<file path="src/rtl/adam_pause_seq_if.sv">
`default_nettype none
// ============================================================================
//  Module   : adam_pause_seq_if
//  Purpose  : Handshake bundle between the ADAM pause/reset sequencer and
//             its surroundings: upstream pause req/ack, per-target reset,
//             per-target pause req/ack, and status flags.
//  Modports : master - the sequencer (drives acks, target resets/requests)
//             slave  - board logic + targets (drive pause_req, target acks)
//  Revision : 1.0 - initial release
// ============================================================================
interface adam_pause_seq_if #(
    parameter int NO_TGTS = 4
);
    logic               pause_req;
    logic               pause_ack;
    logic [NO_TGTS-1:0] tgt_rst;
    logic [NO_TGTS-1:0] tgt_pause_req;
    logic [NO_TGTS-1:0] tgt_pause_ack;
    logic               timeout_err;
    logic               busy;

    modport master (
        input  pause_req,
        input  tgt_pause_ack,
        output pause_ack,
        output tgt_rst,
        output tgt_pause_req,
        output timeout_err,
        output busy
    );

    modport slave (
        output pause_req,
        output tgt_pause_ack,
        input  pause_ack,
        input  tgt_rst,
        input  tgt_pause_req,
        input  timeout_err,
        input  busy
    );
endinterface
`default_nettype wire

</file>
<file path="src/rtl/adam_pause_seq.sv">
`default_nettype none
// ============================================================================
//  Module   : adam_pause_seq
//  Purpose  : System reset and pause sequencer for the ADAM SoC top level.
//             Stretches the synchronized board reset, releases target resets
//             one by one, then runs a four-phase pause handshake across the
//             targets (forward order to resume, reverse order to pause).
//  Ports    : clk        - system clock
//             rst        - asynchronous active-high reset
//             ext_rst_n  - asynchronous board reset (active-low)
//             bus        - adam_pause_seq_if.master: pause_req/pause_ack,
//                          tgt_rst, tgt_pause_req/ack, timeout_err, busy
//  Revision : 1.0 - initial release
// ============================================================================
module adam_pause_seq #(
    parameter int NO_TGTS    = 4,
    parameter int RST_CYCLES = 16,
    parameter int TIMEOUT    = 255
) (
    input  wire logic         clk,
    input  wire logic         rst,
    input  wire logic         ext_rst_n,
    adam_pause_seq_if.master  bus
);
    localparam int c_HOLD_W = $clog2(RST_CYCLES + 1);
    localparam int c_WAIT_W = (TIMEOUT > 0) ? $clog2(TIMEOUT + 1) : 1;
    localparam int c_IDX_W  = (NO_TGTS > 1) ? $clog2(NO_TGTS) : 1;

    localparam logic [c_HOLD_W-1:0] c_HOLD_LIM = c_HOLD_W'(RST_CYCLES - 1);
    localparam logic [c_IDX_W-1:0]  c_LAST_IDX = c_IDX_W'(NO_TGTS - 1);
    localparam bit                  c_TO_EN    = (TIMEOUT > 0);
    localparam logic [c_WAIT_W-1:0] c_TO_LIM   = (TIMEOUT > 0) ? c_WAIT_W'(TIMEOUT - 1) : '0;

    typedef enum logic [2:0] {
        ST_HOLD    = 3'd0,
        ST_RELEASE = 3'd1,
        ST_PAUSED  = 3'd2,
        ST_RESUME  = 3'd3,
        ST_RUN     = 3'd4,
        ST_PAUSE   = 3'd5
    } state_t;

    logic [1:0]          r_sync;
    state_t              r_state,       w_state_nxt;
    logic [c_IDX_W-1:0]  r_idx,         w_idx_nxt;
    logic [c_HOLD_W-1:0] r_hold_cnt,    w_hold_nxt;
    logic [c_WAIT_W-1:0] r_wait_cnt,    w_wait_nxt;
    logic [NO_TGTS-1:0]  r_tgt_rst,     w_tgt_rst_nxt;
    logic [NO_TGTS-1:0]  r_tgt_req,     w_tgt_req_nxt;
    logic                r_pause_ack,   w_pause_ack_nxt;
    logic                r_timeout_err, w_timeout_err_nxt;
    logic                r_busy,        w_busy_nxt;

    logic w_ack_sel;
    logic w_step_to;

    assign w_ack_sel = bus.tgt_pause_ack[r_idx];
    // Final allowed wait cycle for the current target: this edge gives up.
    assign w_step_to = c_TO_EN && (r_wait_cnt == c_TO_LIM);

    always_ff @(posedge clk or posedge rst) begin
        if (rst) begin
            r_sync        <= 2'b00;
            r_state       <= ST_HOLD;
            r_idx         <= '0;
            r_hold_cnt    <= '0;
            r_wait_cnt    <= '0;
            r_tgt_rst     <= '1;
            r_tgt_req     <= '1;
            r_pause_ack   <= 1'b1;
            r_timeout_err <= 1'b0;
            r_busy        <= 1'b1;
        end else begin
            r_sync        <= {r_sync[0], ext_rst_n};
            r_state       <= w_state_nxt;
            r_idx         <= w_idx_nxt;
            r_hold_cnt    <= w_hold_nxt;
            r_wait_cnt    <= w_wait_nxt;
            r_tgt_rst     <= w_tgt_rst_nxt;
            r_tgt_req     <= w_tgt_req_nxt;
            r_pause_ack   <= w_pause_ack_nxt;
            r_timeout_err <= w_timeout_err_nxt;
            r_busy        <= w_busy_nxt;
        end
    end

    always_comb begin
        w_state_nxt       = r_state;
        w_idx_nxt         = r_idx;
        w_hold_nxt        = r_hold_cnt;
        w_wait_nxt        = r_wait_cnt;
        w_tgt_rst_nxt     = r_tgt_rst;
        w_tgt_req_nxt     = r_tgt_req;
        w_pause_ack_nxt   = r_pause_ack;
        w_timeout_err_nxt = r_timeout_err;
        w_busy_nxt        = r_busy;

        if (!r_sync[1]) begin
            // Board reset held: park everything and restart the hold count.
            w_state_nxt       = ST_HOLD;
            w_idx_nxt         = '0;
            w_hold_nxt        = '0;
            w_wait_nxt        = '0;
            w_tgt_rst_nxt     = '1;
            w_tgt_req_nxt     = '1;
            w_pause_ack_nxt   = 1'b1;
            w_timeout_err_nxt = 1'b0;
            w_busy_nxt        = 1'b1;
        end else begin
            case (r_state)
                ST_HOLD: begin
                    if (r_hold_cnt == c_HOLD_LIM) begin
                        w_state_nxt = ST_RELEASE;
                        w_idx_nxt   = '0;
                        w_hold_nxt  = '0;
                    end else begin
                        w_hold_nxt = r_hold_cnt + c_HOLD_W'(1);
                    end
                end
                ST_RELEASE: begin
                    w_tgt_rst_nxt[r_idx] = 1'b0;
                    if (r_idx == c_LAST_IDX) begin
                        w_state_nxt = ST_PAUSED;
                        w_idx_nxt   = '0;
                        w_busy_nxt  = 1'b0;
                    end else begin
                        w_idx_nxt = r_idx + c_IDX_W'(1);
                    end
                end
                ST_PAUSED: begin
                    if (!bus.pause_req) begin
                        w_state_nxt = ST_RESUME;
                        w_idx_nxt   = '0;
                        w_wait_nxt  = '0;
                        w_busy_nxt  = 1'b1;
                    end
                end
                ST_RESUME: begin
                    w_tgt_req_nxt[r_idx] = 1'b0;
                    if (!w_ack_sel || w_step_to) begin
                        // A timed-out step advances as if acked, flagging it.
                        if (w_ack_sel) begin
                            w_timeout_err_nxt = 1'b1;
                        end
                        w_wait_nxt = '0;
                        if (r_idx == c_LAST_IDX) begin
                            w_state_nxt     = ST_RUN;
                            w_idx_nxt       = '0;
                            w_pause_ack_nxt = 1'b0;
                            w_busy_nxt      = 1'b0;
                        end else begin
                            w_idx_nxt = r_idx + c_IDX_W'(1);
                        end
                    end else begin
                        w_wait_nxt = r_wait_cnt + c_WAIT_W'(1);
                    end
                end
                ST_RUN: begin
                    if (bus.pause_req) begin
                        w_state_nxt = ST_PAUSE;
                        w_idx_nxt   = c_LAST_IDX;
                        w_wait_nxt  = '0;
                        w_busy_nxt  = 1'b1;
                    end
                end
                ST_PAUSE: begin
                    w_tgt_req_nxt[r_idx] = 1'b1;
                    if (w_ack_sel || w_step_to) begin
                        if (!w_ack_sel) begin
                            w_timeout_err_nxt = 1'b1;
                        end
                        w_wait_nxt = '0;
                        if (r_idx == '0) begin
                            w_state_nxt     = ST_PAUSED;
                            w_pause_ack_nxt = 1'b1;
                            w_busy_nxt      = 1'b0;
                        end else begin
                            w_idx_nxt = r_idx - c_IDX_W'(1);
                        end
                    end else begin
                        w_wait_nxt = r_wait_cnt + c_WAIT_W'(1);
                    end
                end
                default: begin
                    w_state_nxt = ST_HOLD;
                end
            endcase
        end
    end

    assign bus.pause_ack     = r_pause_ack;
    assign bus.tgt_rst       = r_tgt_rst;
    assign bus.tgt_pause_req = r_tgt_req;
    assign bus.timeout_err   = r_timeout_err;
    assign bus.busy          = r_busy;

endmodule
`default_nettype wire

</file>
<file path="src/flat_wrapper.sv">
// flat-port wrapper written by rule: the top's interface ports become plain ports
module adam_pause_seq_flat 
#(
    parameter int NO_TGTS    = 4,
    parameter int RST_CYCLES = 16,
    parameter int TIMEOUT    = 255
)
  (clk, rst, ext_rst_n, bus_pause_req, bus_tgt_pause_ack, bus_pause_ack, bus_tgt_rst, bus_tgt_pause_req, bus_timeout_err, bus_busy);
  adam_pause_seq_if #(.NO_TGTS(NO_TGTS)) bus_i ();
  input  wire logic clk;
  input  wire logic rst;
  input  wire logic ext_rst_n;
  input wire logic [$bits(bus_i.pause_req)-1:0] bus_pause_req;
  input wire logic [$bits(bus_i.tgt_pause_ack)-1:0] bus_tgt_pause_ack;
  output wire logic [$bits(bus_i.pause_ack)-1:0] bus_pause_ack;
  output wire logic [$bits(bus_i.tgt_rst)-1:0] bus_tgt_rst;
  output wire logic [$bits(bus_i.tgt_pause_req)-1:0] bus_tgt_pause_req;
  output wire logic [$bits(bus_i.timeout_err)-1:0] bus_timeout_err;
  output wire logic [$bits(bus_i.busy)-1:0] bus_busy;
  assign bus_i.pause_req = bus_pause_req;
  assign bus_i.tgt_pause_ack = bus_tgt_pause_ack;
  assign bus_pause_ack = bus_i.pause_ack;
  assign bus_tgt_rst = bus_i.tgt_rst;
  assign bus_tgt_pause_req = bus_i.tgt_pause_req;
  assign bus_timeout_err = bus_i.timeout_err;
  assign bus_busy = bus_i.busy;
  adam_pause_seq #(.NO_TGTS(NO_TGTS), .RST_CYCLES(RST_CYCLES), .TIMEOUT(TIMEOUT)) u_core (.clk(clk), .rst(rst), .ext_rst_n(ext_rst_n), .bus(bus_i));
endmodule
</file>
<file path="config.mk">
export PLATFORM = sky130hd
export DESIGN_NAME = adam_pause_seq_flat
export DESIGN_NICKNAME = d
export VERILOG_FILES = /design/src/rtl/adam_pause_seq_if.sv /design/src/rtl/adam_pause_seq.sv /design/src/flat_wrapper.sv
export SDC_FILE = /design/constraint.sdc
export NUM_CORES = 1
export LEC_CHECK = 0
export BUFFER_PORTS_ARGS = -buffer_cell sky130_fd_sc_hd__buf_2
export CAP_MARGIN = 25
export CORE_MARGIN = 3
export CORE_UTILIZATION = 45
export CTS_BUF_LIST = sky130_fd_sc_hd__clkbuf_16
export CTS_CLUSTER_DIAMETER = 30
export CTS_CLUSTER_SIZE = 8
export DETAILED_ROUTE_END_ITERATION = 10
export PLACE_DENSITY_LB_ADDON = 0.15
export SETUP_SLACK_MARGIN = 0.2
export SYNTH_ARGS = -nofsm -noshare
export SYNTH_HDL_FRONTEND = slang
export SYNTH_SLANG_ARGS = --single-unit
</file>
<file path="constraint.sdc">
create_clock -name clk -period 2.7 [get_ports clk]
set_input_delay 0.135 -clock clk [delete_from_list [all_inputs] [get_ports clk]]
set_output_delay 0.135 -clock clk [all_outputs]
set_load 0.02 [all_outputs]
</file>
After elaboration in Yosys (flattened, before gate mapping):

Index checks and enable logic that the tools add are counted.

* word-level logic and storage cells: 113
* bits in registers: 31
* bits of input ports: 8
* output and inout bits: 11

* add/subtract/negate cells: 4
* mux-type cells: 56
* bitwise gates (word level): 4
* reductions and logical operators: 12
* equality and inequality tests: 25
* magnitude comparators: 2

Operators by type and width (count)
* 8-bit two-way mux: 5
* 3-bit inequality test (second input constant): 12
* 8-bit case mux with 4 select lines: 1
* 3-bit two-way mux: 9
* 1-bit two-way mux: 19
* 3-bit case mux with 6 select lines: 1
* 2-bit two-way mux: 8
* 5-bit two-way mux: 3
* 4-bit two-way mux: 3
* 2-bit case mux with 6 select lines: 1
* 5-bit AND reduction: 2
* 8-bit by 1-bit adder with 8-bit output (second input constant): 1
* 4-bit AND: 2
* 8-bit == test (second input constant): 1
* 4-bit case mux with 2 select lines: 1
* 8-bit AND reduction: 1
* 7-bit inequality test (second input constant): 1
* 7-bit AND reduction: 1
* 3-bit by 2-bit == test with 1-bit output (second input constant): 2
* 3-bit == test (second input constant): 2
* 6-bit inequality test (second input constant): 1
* 6-bit AND reduction: 1
* 5-bit by 1-bit adder with 5-bit output (second input constant): 1
* 5-bit by 4-bit == test with 1-bit output (second input constant): 1
* other kinds (20): 23

Logic depth before layout (Yosys ltp):

* word-level depth: 8
* gate-level depth with buffers: 8
* gate-level depth less buffers: 7

Worst setup path after synthesis:

OpenSTA, ideal clock, no wires.

* path kind: reg-to-reg
* start point: register u_core.r_idx[0]
* end point: register u_core.r_wait_cnt[4]
* slack: 604 ps
* data required time: 2617 ps
* path buffers: 1
* cell stages (with the launch flop): 7
* arrival: 2013 ps
* setup time: 83 ps
* cells stage by stage: dfrtp_1 mux4_2 mux2i_4 or2_1 clkbuf_1 or3_1 o21ai_0

* longest elaborated chain between the ends: 7

Ends and longest elaborated chain
* start, declared: line adam_pause_seq.sv:45 `logic [c_IDX_W-1:0] r_idx, w_idx_nxt;`
* start signal, assigned: line adam_pause_seq.sv:76 `r_idx <= w_idx_nxt;`
* 1-bit binary-select mux with 2-bit select (*): line adam_pause_seq.sv:57 `assign w_ack_sel = bus.tgt_pause_ack[r_idx];`
* 1-bit two-way mux (implied by the code) (*): line adam_pause_seq.sv:57
* 1-bit logical NOT: line adam_pause_seq.sv:140 `if (!w_ack_sel || w_step_to) begin`
* 1-bit logical OR: line adam_pause_seq.sv:140
* 8-bit two-way mux: line adam_pause_seq.sv:140
* 8-bit case mux with 4 select lines (*): line adam_pause_seq.sv:110 `case (r_state)`
* 8-bit two-way mux (*): line adam_pause_seq.sv:98 `if (!r_sync[1]) begin`
* end signal, assigned: line adam_pause_seq.sv:78 `r_wait_cnt <= w_wait_nxt;`
* end, declared: line adam_pause_seq.sv:47 `logic [c_WAIT_W-1:0] r_wait_cnt, w_wait_nxt;`

Every way passes the cells marked *; elsewhere a longest branch is shown, timed or not. The select of a mux whose other input is x is not followed.
A chain may end at the register's enable or synchronous reset.

Final worst setup path:

* start point: register u_core.r_idx[0]
* end point: register u_core.r_wait_cnt[7]

The elaborated chain is that of the path after synthesis.

==> flow_summary_export.csv <==
group,metric,value,unit
final_layout,multi_input_area,912,um^2
logic_synthesis,yosysMostFrequentCell,"nand2_1",
clocking,clk_pin_slew,0.05,ns
floorplanning,die-area,4730,um^2
logic_synthesis,syn_nets,205,
sta,setup_viol,0,
final_layout,drive_above_1_share,23.6,%
run,maxCapViolations,0,
floorplanning,start_util,47.4,%
sta,rsz0062_at_grt,"false",
sta,min_period,2.23,ns
pwr,power_leakage,0.870,nW
placement,port_buffers,18,
route,drtAntennaViolNets,0,
floorplanning,dieWidth,68.8,um
worst_setup_path,cp-endpoint,"u_core.r_wait_cnt[7]$_DFFE_PP0P_",
clocking,cts_resized,0,
logic_synthesis,syn_inst,190,
worst_setup_path,endpoint_kind,"flip-flop",
logic_synthesis,syn_area_per_cell,9.34,um^2
sta,fin_setup_tns,0,ns
logic_synthesis,ys_warn_count,0,
route,vias_per_cell,5.94,
hold_path,hold_class,"flip-flop to flip-flop",
pwr,ir_drop,424,uV
clocking,tritoncts,"built",
pwr,finalPower,1.16,mW
logic_synthesis,syn_area,1770,um^2
worst_setup_path,crit_arrival,2.41,ns
clocking,clockRootBuffer,"clkbuf_16",
clocking,post-cts-setup-buffers,0,
pwr,power_density,555,nW/um^2
worst_setup_path,worst-r2r-cell-count,5,
logic_synthesis,async_flop_share,100,%
final_layout,n_antenna_cell,0,
logic_synthesis,synth_top_cell_by_area,"dfrtp_1",
clocking,cts_max_path_buffers,2,
floorplanning,fp.dieH,68.8,um
worst_setup_path,crit_fanout,8,
global_route,grt_max_degree,28,
floorplanning,ios,19,
worst_setup_path,path_cells,"mux4_2 > mux2i_4 > nor2_1 > a41oi_1 > a31oi_1",
worst_setup_path,crit_start,"u_core.r_idx[0]$_DFFE_PP0P_",
global_route,grt_pass1_vias,1577,
clocking,hold_buffers,1,
logic_synthesis,yosys.area.top_type_share,29.6,%
route,vias,1545,
sta,setup_ws,0.468,ns
worst_setup_path,cp-start-kind,"flip-flop",
floorplanning,rows,22,
route,drtIter0Drc,65,
logic_synthesis,synth.yosys.seq_area_share,44.4,%
sta,period_share,82.7,%
route,drc,0,
placement,dp_hpwl,3.08,mm
final_layout,syn2layout_area_growth,18.1,%
route,avgRoutedWirePerCell,16.8,um
logic_synthesis,ys_top_cells_by_area,"dfrtp_1 (30%), dfstp_2 (15%), nand2_1 (5.5%)",
clocking,htreeDepth,2,
logic_synthesis,ys_top_cells_by_count,"nand2_1 (26), dfrtp_1 (21), a21oi_1 (14), nor2_1 (14), o21ai_0 (12)",
logic_synthesis,ys.flop_type,"dfrtp_1",
worst_setup_path,r2r-end,"u_core.r_wait_cnt[7]$_DFFE_PP0P_",
logic_synthesis,synthDistinctLibCells,51,
logic_synthesis,synth_edf_count,0,
worst_setup_path,reg2reg_slack,0.47,ns
global_route,grt_first_pass_wirelength,7.45,mm
sta,maxSlewViolCount,0,
placement,place_ws,0.482,ns
global_route,antenna_found_initial,0,
worst_setup_path,worst_r2r_startpoint,"u_core.r_idx[0]$_DFFE_PP0P_",
sta,clock_skew,0.00805,ns
final_layout,register_area,788,um^2
route,first_pass_iters,4,
final_layout,fin_nets,226,
clocking,clkSinkCount,31,
worst_setup_path,path_class,"flip-flop to flip-flop",
floorplanning,core_region_area,3740,um^2
logic_synthesis,ys_ff_latch,31,
sta,tightest_slew,0.535,ns
worst_setup_path,critPathRequiredTime,2.88,ns
sta,fmax,0.448,GHz
sta,hold_viol,0,
outcome,outcome,"finished, final reports clean",
final_layout,n_fill_cell,354,
worst_setup_path,slowest_stage,"mux4_2",
global_route,grtUsageTotal,21.6,%
sta,max-slew-margin-rel,63.9,%
clocking,cts_inserted_buffers,5,
route,wl,4.36,mm
global_route,grt_overflow,0,
worst_setup_path,critPathMaxStageDelay,0.61,ns
clocking,clk_latency,0.28,ns
placement,place.gp.congestion,0.855,
## power by group
group	leakage (nW)	total, mW	switching (mW)	internal [mW]
clock network	0.0724	0.529	0.196	0.332
registers	0.390	0.498	0.0158	0.482
logic	0.407	0.136	0.0784	0.0573
## state kept, by name (all words and copies together), names as in the netlist
signal                    count
u_core.r_wait_cnt             8
u_core.bus.tgt_pause_req      4
u_core.bus.timeout_err        1
u_core.r_hold_cnt             5
u_core.r_idx                  2
u_core.r_state                3
u_core.bus.busy               1
u_core.r_sync                 2
u_core.bus.pause_ack          1
u_core.bus.tgt_rst            4
## critical path, delay by kind of cell, from the launching register on
family             cells  cell delay (ns)
AOI/OAI and AO/OA      2             0.40
and+or+nand+nor        1             0.40
DFF                    1             0.49
muxes                  2             0.85
## cell families after synthesis
| group | synth area share, % |
|---|---|
| multiplexers | 5.57 |
| AO/OA/AOI/OAI | 19.6 |
| AND/OR/NAND/NOR | 20.3 |
| adder cells (fa/ha/maj) | 4.94 |
| buffers and inverters | 4.16 |
| flip-flops | 44.4 |
| XOR/XNOR | 0.987 |
## per-layer routing
layer	routed length [um]	global-route usage, %	up-vias
met2	2160	36.4	57
li1	-	-	730
met1	1890	27.2	752
met5	0	0	-
met3	245	4.70	6
met4	71	8.03	0
## how the worst min path moves through the flow
stage               depth (start not counted)  slack (ns)                                 end                       start
floorplan                                   0        0.17          u_core.r_sync[0]$_DFF_PP0_                   ext_rst_n
global placement                            1        0.25          u_core.r_sync[0]$_DFF_PP0_                   ext_rst_n
detailed placement                          1        0.25          u_core.r_sync[0]$_DFF_PP0_                   ext_rst_n
CTS                                         2        0.14  u_core.bus.timeout_err$_DFFE_PP0P_                         rst
global route                                0        0.37          u_core.r_sync[1]$_DFF_PP0_  u_core.r_sync[0]$_DFF_PP0_
finish                                      0        0.35          u_core.r_sync[1]$_DFF_PP0_  u_core.r_sync[0]$_DFF_PP0_
## layout by cell type (no fill, tap or decap), types with 5 or more instances in the layout
cell type / synthesis / layout
a21oi_1: 14 / 14
o21ai_0: 12 / 12
inv_1: 7 / 8
dfstp_2: 10 / 10
ha_1: 7 / 7
buf_2: 1 / 18
nand3_1: 10 / 10
nor2_1: 14 / 14
clkbuf_16: 0 / 5
nand2_1: 26 / 26
dfrtp_1: 21 / 21
## area by class of cell
type / count / share of cell area, %
clock buffer: 5 / 5.97
clock inverter: 3 / 0.597
inverter: 8 / 1.43
multi-input combinational: 140 / 43.5
sequential: 31 / 37.6
tap: 48 / 2.87
timing repair buffer: 25 / 8.00
## stage by stage
stage                     util, %  cell area (um^2)  cells  hold WS (ns)
after global placement       51.0              1910    249         0.245
after detailed placement     51.0              1910    249         0.248
final                        56.0              2100    260         0.347
after global routing         56.0              2100    260         0.373
after floorplan                 -              1770    190         0.166
after CTS                    55.0              2060    258         0.141
No activity file was read; power rests on OpenSTA's default activity.
